==> src/rtl/mem_port_arbiter.sv <==
// Round-robin arbiter sharing one single-port RAM between the CPU and the loader/debug port.
// Define MEM_ARB_CPU_PRIORITY_EN for fixed CPU-wins-ties priority instead of round-robin.
module mem_port_arbiter #(
  parameter int ADDR_W  = 9,
  parameter int DATA_W  = 32,
  parameter int RAM_LAT = 1
) (
  input  logic              clock,
  input  logic              reset,
  input  logic              cpu_req,
  input  logic              cpu_we,
  input  logic [ADDR_W-1:0] cpu_addr,
  input  logic [DATA_W-1:0] cpu_wdata,
  output logic              cpu_ack,
  output logic [DATA_W-1:0] cpu_rdata,
  output logic              cpu_wait,
  input  logic              ldr_req,
  input  logic              ldr_we,
  input  logic [ADDR_W-1:0] ldr_addr,
  input  logic [DATA_W-1:0] ldr_wdata,
  output logic              ldr_ack,
  output logic [DATA_W-1:0] ldr_rdata,
  output logic              ram_en,
  output logic              ram_we,
  output logic [ADDR_W-1:0] ram_addr,
  output logic [DATA_W-1:0] ram_wdata,
  input  logic [DATA_W-1:0] ram_rdata
);

  localparam int CNT_W = 3;

  typedef enum logic [1:0] {S_IDLE, S_ACCESS, S_WAIT, S_RESP} state_t;

  state_t              state_q, state_d;
  logic                win_ldr_q, win_ldr_d;
  logic [CNT_W-1:0]    lat_q, lat_d;
  logic                ram_en_q, ram_en_d;
  logic                ram_we_q, ram_we_d;
  logic [ADDR_W-1:0]   ram_addr_q, ram_addr_d;
  logic [DATA_W-1:0]   ram_wdata_q, ram_wdata_d;
  logic                cpu_ack_q, cpu_ack_d;
  logic                ldr_ack_q, ldr_ack_d;
  logic [DATA_W-1:0]   cpu_rdata_q, cpu_rdata_d;
  logic [DATA_W-1:0]   ldr_rdata_q, ldr_rdata_d;
  logic                pick_ldr;
  logic                done;

`ifdef MEM_ARB_CPU_PRIORITY_EN
  always_comb pick_ldr = ~cpu_req;
`else
  // last_ldr_q resets to 1 so the CPU wins the first tie.
  logic last_ldr_q, last_ldr_d;
  always_comb pick_ldr = ldr_req & (~cpu_req | ~last_ldr_q);
`endif

  always_comb begin
    state_d     = state_q;
    win_ldr_d   = win_ldr_q;
    lat_d       = lat_q;
    ram_en_d    = ram_en_q;
    ram_we_d    = ram_we_q;
    ram_addr_d  = ram_addr_q;
    ram_wdata_d = ram_wdata_q;
    cpu_ack_d   = 1'b0;
    ldr_ack_d   = 1'b0;
    cpu_rdata_d = '0;
    ldr_rdata_d = '0;
    done        = 1'b0;
`ifndef MEM_ARB_CPU_PRIORITY_EN
    last_ldr_d  = last_ldr_q;
`endif
    case (state_q)
      S_IDLE: begin
        if (cpu_req || ldr_req) begin
          win_ldr_d   = pick_ldr;
          ram_en_d    = 1'b1;
          ram_we_d    = pick_ldr ? ldr_we    : cpu_we;
          ram_addr_d  = pick_ldr ? ldr_addr  : cpu_addr;
          ram_wdata_d = pick_ldr ? ldr_wdata : cpu_wdata;
          state_d     = S_ACCESS;
`ifndef MEM_ARB_CPU_PRIORITY_EN
          last_ldr_d  = pick_ldr;
`endif
        end
      end
      S_ACCESS: begin
        if (ram_we_q || RAM_LAT <= 1) begin
          done = 1'b1;
        end else begin
          // ACCESS already covers the first latency cycle.
          state_d = S_WAIT;
          lat_d   = CNT_W'(RAM_LAT - 2);
        end
      end
      S_WAIT: begin
        if (lat_q == '0) done = 1'b1;
        else             lat_d = lat_q - CNT_W'(1);
      end
      S_RESP:  state_d = S_IDLE;
      default: state_d = S_IDLE;
    endcase

    // Last RAM cycle: capture read data and route the ack to the winner.
    if (done) begin
      state_d  = S_RESP;
      ram_en_d = 1'b0;
      ram_we_d = 1'b0;
      if (win_ldr_q) begin
        ldr_ack_d   = 1'b1;
        ldr_rdata_d = ram_we_q ? '0 : ram_rdata;
      end else begin
        cpu_ack_d   = 1'b1;
        cpu_rdata_d = ram_we_q ? '0 : ram_rdata;
      end
    end
  end

  always_ff @(posedge clock or posedge reset) begin
    if (reset) begin
      state_q     <= S_IDLE;
      win_ldr_q   <= 1'b0;
      lat_q       <= '0;
      ram_en_q    <= 1'b0;
      ram_we_q    <= 1'b0;
      ram_addr_q  <= '0;
      ram_wdata_q <= '0;
      cpu_ack_q   <= 1'b0;
      ldr_ack_q   <= 1'b0;
      cpu_rdata_q <= '0;
      ldr_rdata_q <= '0;
`ifndef MEM_ARB_CPU_PRIORITY_EN
      last_ldr_q  <= 1'b1;
`endif
    end else begin
      state_q     <= state_d;
      win_ldr_q   <= win_ldr_d;
      lat_q       <= lat_d;
      ram_en_q    <= ram_en_d;
      ram_we_q    <= ram_we_d;
      ram_addr_q  <= ram_addr_d;
      ram_wdata_q <= ram_wdata_d;
      cpu_ack_q   <= cpu_ack_d;
      ldr_ack_q   <= ldr_ack_d;
      cpu_rdata_q <= cpu_rdata_d;
      ldr_rdata_q <= ldr_rdata_d;
`ifndef MEM_ARB_CPU_PRIORITY_EN
      last_ldr_q  <= last_ldr_d;
`endif
    end
  end

  assign cpu_ack   = cpu_ack_q;
  assign cpu_rdata = cpu_rdata_q;
  assign cpu_wait  = cpu_req & ~cpu_ack_q;
  assign ldr_ack   = ldr_ack_q;
  assign ldr_rdata = ldr_rdata_q;
  assign ram_en    = ram_en_q;
  assign ram_we    = ram_we_q;
  assign ram_addr  = ram_addr_q;
  assign ram_wdata = ram_wdata_q;

endmodule
==> config.mk <==
export PLATFORM = sky130hd
export DESIGN_NAME = mem_port_arbiter
export DESIGN_NICKNAME = d
export VERILOG_FILES = /design/src/rtl/mem_port_arbiter.sv
export SDC_FILE = /design/constraint.sdc
export NUM_CORES = 1
export LEC_CHECK = 0
export ABC_AREA = 1
export CAP_MARGIN = 0
export CORE_MARGIN = 5
export CORE_UTILIZATION = 40
export CTS_CLUSTER_DIAMETER = 40
export DETAILED_ROUTE_END_ITERATION = 6
export PLACE_DENSITY = 0.83
export SYNTH_ARGS = -nofsm -noshare
export SYNTH_HDL_FRONTEND = slang
export SYNTH_SLANG_ARGS = --single-unit
==> constraint.sdc <==
create_clock -name clock -period 9 [get_ports clock]
set_clock_uncertainty 0.15 [all_clocks]
set_input_delay 1.8 -clock clock [delete_from_list [all_inputs] [get_ports clock]]
set_output_delay 1.8 -clock clock [all_outputs]
set_load 0.005 [all_outputs]
==> results by group, run 1 <==
Logic synthesis
  – Top cells by area in the synthesized netlist: dfrtp_1 (58%), nand2_1 (10%), nor2_1 (8.4%)
  – Cell variety after synth: 20
  – Most area-hungry cell type in the Yosys netlist: dfrtp_1
  – Synth top area share: 58.4%
  – Number of synthesized flops with an enable pin: 0
  – Synth Cell Area: 4930 µm²
  – Post-Syn Area per Cell: 8.46 µm²
  – Seq/Total Area, Yosys: 58.9%
  – Asr flop ratio synth: 100%
  – Syn_nets: 709
  – Syn Inst Count: 583
  – Post-synth top flop: dfrtp_1
  – Yosys warnings: 0
  – FF+latch count, synth: 116

Pwr
  – Power share of the clock group: 28.9%
  – Sw Ratio: 33.4%
  – P_leak: 0.00368 µW
  – Int Pwr: 1590 µW
  – Psw: 798 µW
  – Peak VDD IR: 0.000145 V
  – Seq pwr share: 32.2%
  – Combinational share of power: 39.0%
  – PwrDens: 301 nW/µm²

Global routing
  – Congestion Overflow GR: 0
  – First-pass GRT wire length: 22.2 mm
  – Vias in the first global route: 4288
  – Total GRT Usage: 19.3%
  – Initial antenna violation count: 0
  – Largest net degree at the start of global routing: 83

Die
  – Die height: 121 µm
  – Die Footprint: 14600 µm²
  – Die X: 121 µm
  – IO Pins: 230
  – Row cnt: 40
  – Initial core utilization: 40.9%
  – Core ar.: 12100 µm²

Clock network
  – Num CTS Buffers: 17
  – CTS H-Tree Depth: 4
  – Clk buf depth: 2
  – Clock Latency Late Sink: 0.41 ns
  – Clk pin slew, worst setup/hold paths: 0.06 ns
  – # clock sinks: 116
  – CTS tree: done
  – Post-CTS setup buffers: 0
  – Hold Buf Count CTS: 0
  – Root Driver: clkbuf_16
  – Post-cts sizing count: 0

Route
  – First drt pass iteration count: 5
  – ANT nets after route: 0
  – DR vias/cell: 4.64
  – DRT iter0 DRCs: 330
  – Total vias in the final route: 4550
  – Drt total wl: 14.1 mm
  – DRC: 0
  – Wire per inst: 14.4 µm

Timing
  – Timing-limited maximum frequency: 198 MHz
  – Fin Setup TNS: 0 ns
  – Worst slew pin tran: 1.03 ns
  – Setup Viol. Count Final: 0
  – Rel. slew slack: 31.2%
  – Worst hold slack: 0.318 ns
  – Final worst path period share: 56.2%
  – Pins Over Slew Limit: 0
  – Setup ws final: 3.95 ns
  – Fin crit period: 5.05 ns
  – RSZ-0062 raised after global routing: false
  – Final Hold Vio Count: 0

Placement
  – DP HPWL: 9.68 mm
  – GP Congestion: 0.784
  – Pre-CTS setup slack: 3.94 ns
  – Total placed instance area: 7300 µm²
  – Port Buf Inserts: 229

Setup path
  – Crit-path cells: clkdlybuf4s50_1 -> inv_1 -> nor2_1 -> clkdlybuf4s50_1
  – Critical path class: input pin to primary output
  – CP max stage delay: 0.59 ns
  – Most frequent CP cell: clkdlybuf4s50_1
  – Worst setup SP type: input pin
  – Slowest cell on the critical path: clkdlybuf4s50_1
  – Top delay family on crit path: buffers and inverters
  – CP required: 7.05 ns
  – Largest fanout on the critical path: 4
  – Buf/Inv on CP: 3
  – Crit end category: primary output
  – CP Data Arrival Time: 3.10 ns

Cells and area
  – Layout cells sized above 1: 5.42%
  – ANT cells: 0
  – Layout net count: 925
  – Final instance area: 7920 µm²
  – Fill count: 958
  – Register area: 2900 µm²
  – Core Util, Final: 65.6%
  – Layout Area Growth over Synthesis: 60.5%
  – Area of the multi-input gates: 1650 µm²

Run status
  – Status: complete, no violations

Flow run
  – Max Cap Viol: 0

Hold path
  – HP Class: flip-flop to flip-flop
power by group through the flow:
stage | Combinational [µW] | Clock (µW) | Sequential, µW
global route | 1030 | 728 | 789
detailed placement | 936 | 0 | 775
floorplan | 458 | 0 | 784
finish | 930 | 689 | 767
global placement | 921 | 0 | 768
CTS | 943 | 700 | 769
worst min-delay path: stages (launching register included):
cell and delay (ns):
dfstp_2 0.37, nand2_1 0.05, nand2_1 0.05
logic make-up (layout without fill, tap and decap cells):
family,count (synthesis),count (layout),share of synthesized area (%)
and+or+nand+nor,319,319,26.5
DFF,116,116,58.9
buffers and inverters,92,321,7.81
AOI/OAI and AO/OA,49,49,5.10
adders and majority gates,6,6,1.52
xor gates and xnor gates,1,1,0.178
synthesized netlist by cell type (2+ instances only):
cell,count
a21oi_1,2
buf_2,26
buf_4,2
clkbuf_1,9
dfrtp_1,115
ha_1,6
inv_1,54
nand2_1,136
nand3_1,70
nor2_1,110
o21ai_0,4
o21ai_1,41
state kept, by name, indices dropped and copies added, names as in the netlist, 2 cells and up:
name       count
state_q        2
ldr_rdata     32
ram_wdata     32
lat_q          3
ram_addr       9
cpu_rdata     32
layout by cell type (no fill, tap or decap), drive strengths merged:
cell type	Yosys	routed
clkbuf	9	20
dfrtp	115	115
clkinvlp	0	3
clkinv	1	6
bufinv	0	3
buf	28	5
dfstp	1	1
nor2	112	112
a21boi	1	1
nand2	137	137
a21oi	2	2
ha	6	6
inv	54	55
nand3	70	70
o21ai	46	46
clkdlybuf4s50	0	229
xor2	1	1
per-stage QoR:
step	total power, µW	cells
2_1_floorplan	1240	583
3_3_place_gp	1690	948
3_5_place_dp	1710	948
4_1_cts	2410	980
5_1_grt	2540	980
6_report	2390	980
area by class of cell:
type                            instances  share of cell area, %
Multi-Input combinational cell        375                   20.9
Inverter                               55                   2.64
Clock buffer                           20                   5.77
Tap cell                              168                   2.66
Sequential cell                       116                   36.7
Timing Repair Buffer                  234                   29.4
Clock inverter                         12                   1.94
path summary, 6_finish.rpt:
kind                       slack (ns)              startpoint                         to  cells past startpoint
max                              3.95                 cpu_req                   cpu_wait                      4
min reg2reg                      0.32  last_ldr_q$_DFFE_PP1P_     last_ldr_q$_DFFE_PP1P_                      2
min                              0.32  last_ldr_q$_DFFE_PP1P_     last_ldr_q$_DFFE_PP1P_                      2
max in group asynchronous        5.76                   reset  ram_wdata[15]$_DFFE_PP0P_                      3
min in group asynchronous        1.71                   reset    ram_addr[4]$_DFFE_PP0P_                      2
max reg2reg                      7.03  state_q[0]$_DFFE_PP0P_   ram_wdata[8]$_DFFE_PP0P_                      6
metal layers:
layer	up-vias	part of all wire [%]	track usage (%)
met5	-	0	0
met4	0	2.7	8.07
met3	27	7.1	5.59
met2	178	52	32.8
met1	2108	38	22.9
li1	2237	-	-
(Power assumes the default switching activity.)
==> run 2: changes to the inputs <==
--- a/config.mk
+++ b/config.mk
@@ -8,10 +8,10 @@
 export ABC_AREA = 1
 export CAP_MARGIN = 0
 export CORE_MARGIN = 5
-export CORE_UTILIZATION = 40
+export CORE_UTILIZATION = 37
 export CTS_CLUSTER_DIAMETER = 40
 export DETAILED_ROUTE_END_ITERATION = 6
-export PLACE_DENSITY = 0.83
+export PLACE_DENSITY = 0.81
 export SYNTH_ARGS = -nofsm -noshare
 export SYNTH_HDL_FRONTEND = slang
 export SYNTH_SLANG_ARGS = --single-unit
==> constraint.sdc (replaced) <==
create_clock -name clock -period 4.5 [get_ports clock]
set_clock_uncertainty 0.15 [all_clocks]
set_input_delay 0.9 -clock clock [delete_from_list [all_inputs] [get_ports clock]]
set_output_delay 0.9 -clock clock [all_outputs]
set_load 0.005 [all_outputs]
==> run 2 against run 1 <==
Net effect: non-clock buffer count up 1; first-iteration DRC count shrank 14%; sequential cell count unchanged; hold slack worse by 0.0043 ns; via count down 0.35%; register-to-register slack worse by 4.9 ns; design area up 0.28%; critical path depth is the same; clock power rose by 99%; global-route usage fell by 2.0 points; core utilization decreased by 5.2 points; total power increased by 99%; largest cell class unchanged; largest power group unchanged.
==> results by group, run 2 (synthesis gave the netlist of run 1 again) <==
Run status
  – Status: complete, no violations

Placement
  – Port Buf Inserts: 229
  – DP HPWL: 9.57 mm
  – GP Congestion: 0.775

Clock network
  – # clock sinks: 116
  – Root Driver: clkbuf_16
  – Clock Latency Late Sink: 0.40 ns
  – Num CTS Buffers: 17
  – Post-CTS setup buffers: 0
  – Post-cts sizing count: 0
  – CTS tree: done
  – Clk buf depth: 2
  – Clk pin slew, worst setup/hold paths: 0.06 ns
  – CTS H-Tree Depth: 4
  – Hold Buf Count CTS: 0

Timing
  – RSZ-0062 raised after global routing: false
  – Rel. slew slack: 30.4%
  – Pins Over Slew Limit: 0
  – Worst slew pin tran: 1.04 ns
  – Fin crit period: 3.20 ns
  – Final worst path period share: 71.1%
  – Fin Setup TNS: 0 ns
  – Setup Viol. Count Final: 0
  – Final Hold Vio Count: 0
  – Timing-limited maximum frequency: 312 MHz

Setup path
  – Worst setup SP type: input pin
  – Slowest cell on the critical path: clkdlybuf4s50_1
  – Largest fanout on the critical path: 4
  – Crit-path cells: clkdlybuf4s50_1 -> inv_1 -> nor2_1 -> clkdlybuf4s50_1
  – Most frequent CP cell: clkdlybuf4s50_1
  – CP required: 3.45 ns
  – Critical path class: input pin to primary output
  – Crit end category: primary output
  – Top delay family on crit path: buffers and inverters
  – CP Data Arrival Time: 2.15 ns
  – Buf/Inv on CP: 3
  – CP max stage delay: 0.58 ns

Global routing
  – First-pass GRT wire length: 22.0 mm
  – Total GRT Usage: 17.3%
  – Vias in the first global route: 4270
  – Initial antenna violation count: 0
  – Congestion Overflow GR: 0
  – Largest net degree at the start of global routing: 83

Route
  – ANT nets after route: 0
  – DR vias/cell: 4.59
  – Wire per inst: 14.1 µm
  – Total vias in the final route: 4534
  – DRT iter0 DRCs: 283
  – First drt pass iteration count: 5
  – DRC: 0
  – Drt total wl: 13.9 mm

Cells and area
  – Most frequent cells in the layout: clkdlybuf4s50_1 (229), nand2_1 (135), dfrtp_1 (115)
  – Commonest non-fill, non-tap cell in the layout: clkdlybuf4s50_1
  – Core Util, Final: 60.4%
  – Layout cells sized above 1: 5.42%
  – Layout Area Growth over Synthesis: 61.0%
  – ANT cells: 0
  – Layout net count: 926

Pwr
  – P_leak: 0.00368 µW
  – Power share of the clock group: 28.7%
  – PwrDens: 600 nW/µm²
  – Combinational share of power: 39.2%
  – Seq pwr share: 32.1%
  – Sw Ratio: 33.7%
  – Psw: 1600 µW
  – Int Pwr: 3160 µW
  – Peak VDD IR: 0.000442 V

Die
  – Initial core utilization: 37.5%
  – Die Footprint: 15700 µm²
  – Die X: 125 µm
  – Row cnt: 42
  – Core ar.: 13100 µm²
  – Die height: 125 µm
  – IO Pins: 230

Flow run
  – Max Cap Viol: 0

Hold path
  – HP Class: flip-flop to flip-flop
-- run 2: stage by stage --
step / instance area, µm² / setup WS [ns] / total power [µW] / hold WS [ns] / cells
finish: 7940 / 1.30 / 4760 / 0.314 / 988
global route: 7940 / 1.21 / 5070 / 0.333 / 988
CTS: 7940 / 1.28 / 4830 / 0.316 / 988
detailed placement: 7330 / 1.29 / 3430 / 0.307 / 957
global placement: 7330 / 1.32 / 3390 / 0.303 / 957
floorplan: 4930 / 0.379 / 2480 / 0.293 / 583
-- run 2: cell type report --
| cell class | count | area [µm²] |
|---|---|---|
| sequential | 116 | 2900 |
| multi-input combinational | 375 | 1650 |
| tap | 176 | 220 |
| clock buffer | 17 | 425 |
| clock inverter | 14 | 178 |
| fill | 1102 | 5200 |
| timing repair buffer | 235 | 2350 |
| inverter | 55 | 209 |
-- run 2: per-layer routing --
metal / GRT usage [%] / vias to the layer above / share of wire, %
li1: - / 2236 / -
met1: 19.8 / 2100 / 39
met2: 29.8 / 172 / 52
met3: 5.54 / 26 / 7.4
met4: 7.40 / 0 / 2.4
met5: 0 / - / 0
-- run 2: final timing paths --
path / startpoint / endpoint / slack (ns) / cells past startpoint
worst max-delay path: cpu_req / cpu_wait / 1.30 / 4
worst min-delay path: last_ldr_q$_DFFE_PP1P_ / last_ldr_q$_DFFE_PP1P_ / 0.31 / 2
worst max register to register: win_ldr_q$_DFFE_PP0P_ / cpu_rdata[13]$_DFF_PP0_ / 2.09 / 4
worst min register to register: last_ldr_q$_DFFE_PP1P_ / last_ldr_q$_DFFE_PP1P_ / 0.31 / 2
max in group asynchronous: reset / last_ldr_q$_DFFE_PP1P_ / 2.60 / 3
min in group asynchronous: reset / ldr_rdata[4]$_DFF_PP0_ / 0.79 / 2
-- run 2: worst reg2reg max path, stage by stage (launching register included) --
cell and delay [ns]:
dfrtp_1 0.32, buf_4 0.35, clkinv_1 0.95, nand3_1 0.40, nor2_1 0.08
-- run 2: power by group through the flow --
stage	registers, µW	clock network, µW	logic (µW)
6_report	1530	1370	1860
3_3_place_gp	1530	0	1860
3_5_place_dp	1550	0	1890
5_1_grt	1570	1440	2060
4_1_cts	1530	1400	1900
2_1_floorplan	1570	0	916
==> run 3: changes to the inputs <==
==> constraint.sdc (replaced) <==
create_clock -name clock -period 2.91 [get_ports clock]
set_clock_uncertainty 0.15 [all_clocks]
set_input_delay 0.582 -clock clock [delete_from_list [all_inputs] [get_ports clock]]
set_output_delay 0.582 -clock clock [all_outputs]
set_load 0.005 [all_outputs]
==> run 3 against run 2 <==
Net effect: cell count increased by 0.61%; clock-buffer cell count grew 4; design area grew 1.5%; combinational power is 61% higher; sequential cell count did not move; global-route usage rose by 0.52 points; setup slack worse by 1.0 ns; sequential share of layout area decreased by 0.54 points; routed wire length increased by 2.0%; register-to-register slack got worse by 1.1 ns; highest routed layer unchanged.
==> results by group, run 3 (synthesis gave the netlist of run 1 again) <==
Timing
  – Setup Viol. Count Final: 0
  – Pins Over Slew Limit: 0
  – Fin Setup TNS: 0 ns
  – Fin crit period: 2.62 ns
  – Final worst path period share: 90.1%
  – Final Hold Vio Count: 0
  – Rel. slew slack: 62.4%
  – Worst hold slack: 0.320 ns
  – Timing-limited maximum frequency: 381 MHz
  – RSZ-0062 raised after global routing: false
  – Worst slew pin tran: 0.561 ns

Run status
  – Status: complete, no violations

Pwr
  – Power share of the clock group: 28.6%
  – Int Pwr: 5020 µW
  – Peak VDD IR: 0.000431 V
  – PwrDens: 932 nW/µm²
  – P_leak: 0.00374 µW
  – Seq pwr share: 31.6%
  – Sw Ratio: 33.1%
  – Psw: 2490 µW
  – Combinational share of power: 39.8%

Die
  – Die height: 125 µm
  – Row cnt: 42
  – Die X: 125 µm
  – IO Pins: 230
  – Core ar.: 13100 µm²
  – Initial core utilization: 37.5%
  – Die Footprint: 15700 µm²

Global routing
  – Total GRT Usage: 17.8%
  – First-pass GRT wire length: 22.3 mm
  – Congestion Overflow GR: 0
  – Initial antenna violation count: 0
  – Largest net degree at the start of global routing: 71
  – Vias in the first global route: 4305

Setup path
  – Worst R2R Path Depth: 7
  – Buf/Inv on CP: 3
  – Crit-path cells: clkdlybuf4s50_1 -> inv_1 -> nor2_1 -> clkdlybuf4s50_1
  – CP Data Arrival Time: 1.89 ns
  – CP max stage delay: 0.61 ns
  – Largest fanout on the critical path: 4
  – Crit end category: primary output
  – Most frequent CP cell: clkdlybuf4s50_1
  – Critical path class: input pin to primary output
  – CP required: 2.18 ns
  – Levels on crit path: 4
  – Worst setup SP type: input pin
  – Top delay family on crit path: buffers and inverters
  – Slowest cell on the critical path: clkdlybuf4s50_1

Route
  – First drt pass iteration count: 4
  – ANT nets after route: 0
  – DRC: 0
  – DR vias/cell: 4.55
  – DRT iter0 DRCs: 330
  – Wire per inst: 14.3 µm
  – Total vias in the final route: 4526
  – Drt total wl: 14.2 mm

Clock network
  – Post-cts sizing count: 0
  – Clk pin slew, worst setup/hold paths: 0.06 ns
  – Root Driver: clkbuf_16
  – Hold Buf Count CTS: 0
  – Clk buf depth: 2
  – Num CTS Buffers: 17
  – CTS tree: done
  – Clock Latency Late Sink: 0.41 ns
  – CTS H-Tree Depth: 4
  – # clock sinks: 116
  – Post-CTS setup buffers: 0

Cells and area
  – Layout Area Growth over Synthesis: 63.4%
  – Most frequent cells in the layout: clkdlybuf4s50_1 (229), nand2_1 (135), dfrtp_1 (115)
  – ANT cells: 0
  – Commonest non-fill, non-tap cell in the layout: clkdlybuf4s50_1
  – Fill count: 1074
  – Layout cells sized above 1: 5.99%
  – Layout net count: 931

Placement
  – DP HPWL: 9.81 mm
  – Port Buf Inserts: 229
  – GP Congestion: 0.783

Hold path
  – Hold Crit Depth: 2
  – HP Class: flip-flop to flip-flop

Flow run
  – Max Cap Viol: 0
-- run 3: path summary, 6_finish.rpt --
check,start,end,slack (ns)
setup / recovery,cpu_req,cpu_wait,0.29
hold / removal,last_ldr_q$_DFFE_PP1P_,last_ldr_q$_DFFE_PP1P_,0.32
setup reg to reg,state_q[0]$_DFFE_PP0P_,ram_we$_DFFE_PP0P_,0.98
hold reg to reg,last_ldr_q$_DFFE_PP1P_,last_ldr_q$_DFFE_PP1P_,0.32
max in group asynchronous,reset,last_ldr_q$_DFFE_PP1P_,1.59
min in group asynchronous,reset,cpu_rdata[4]$_DFF_PP0_,0.37
-- run 3: area by class of cell --
| class | count | area (µm²) | share of cell area, % |
|---|---|---|---|
| Clock inverter | 11 | 150 | 1.86 |
| Timing Repair Buffer | 240 | 2450 | 30.4 |
| Multi-Input combinational cell | 375 | 1650 | 20.5 |
| Inverter | 55 | 210 | 2.61 |
| Clock buffer | 21 | 470 | 5.84 |
| Tap cell | 176 | 220 | 2.73 |
| Sequential cell | 116 | 2900 | 36.0 |
-- run 3: power by group through the flow --
stage | Clock (µW) | Sequential, µW | Combinational (µW)
floorplan | 0 | 2420 | 1420
global placement | 0 | 2370 | 2960
detailed placement | 0 | 2390 | 3010
CTS | 2190 | 2370 | 3030
global route | 2270 | 2440 | 3300
finish | 2150 | 2370 | 2990
-- run 3: stage by stage --
step                worst slack [ns]  cells  cell area (µm²)  total power, µW  util (%)
finish                         0.288    994             8060             7510      61.3
global route                   0.231    994             8060             8010      61.3
CTS                            0.271    994             8060             7600      61.3
detailed placement             0.267    962             7440             5410      56.6
global placement               0.239    962             7440             5330      56.6
floorplan                      0.765    583             4930             3840         -
-- run 3: metal layers --
layer | part of all wire [%] | global-route usage [%]
met5 | 0 | 0
met4 | 2.5 | 7.59
met3 | 6.7 | 5.37
met2 | 51 | 30.2
met1 | 39 | 21.1
-- run 3: tightest hold or removal path: stages, from the launching register on --
cell and delay, ns:
dfstp_2 0.36, nand2_1 0.05, nand2_1 0.05
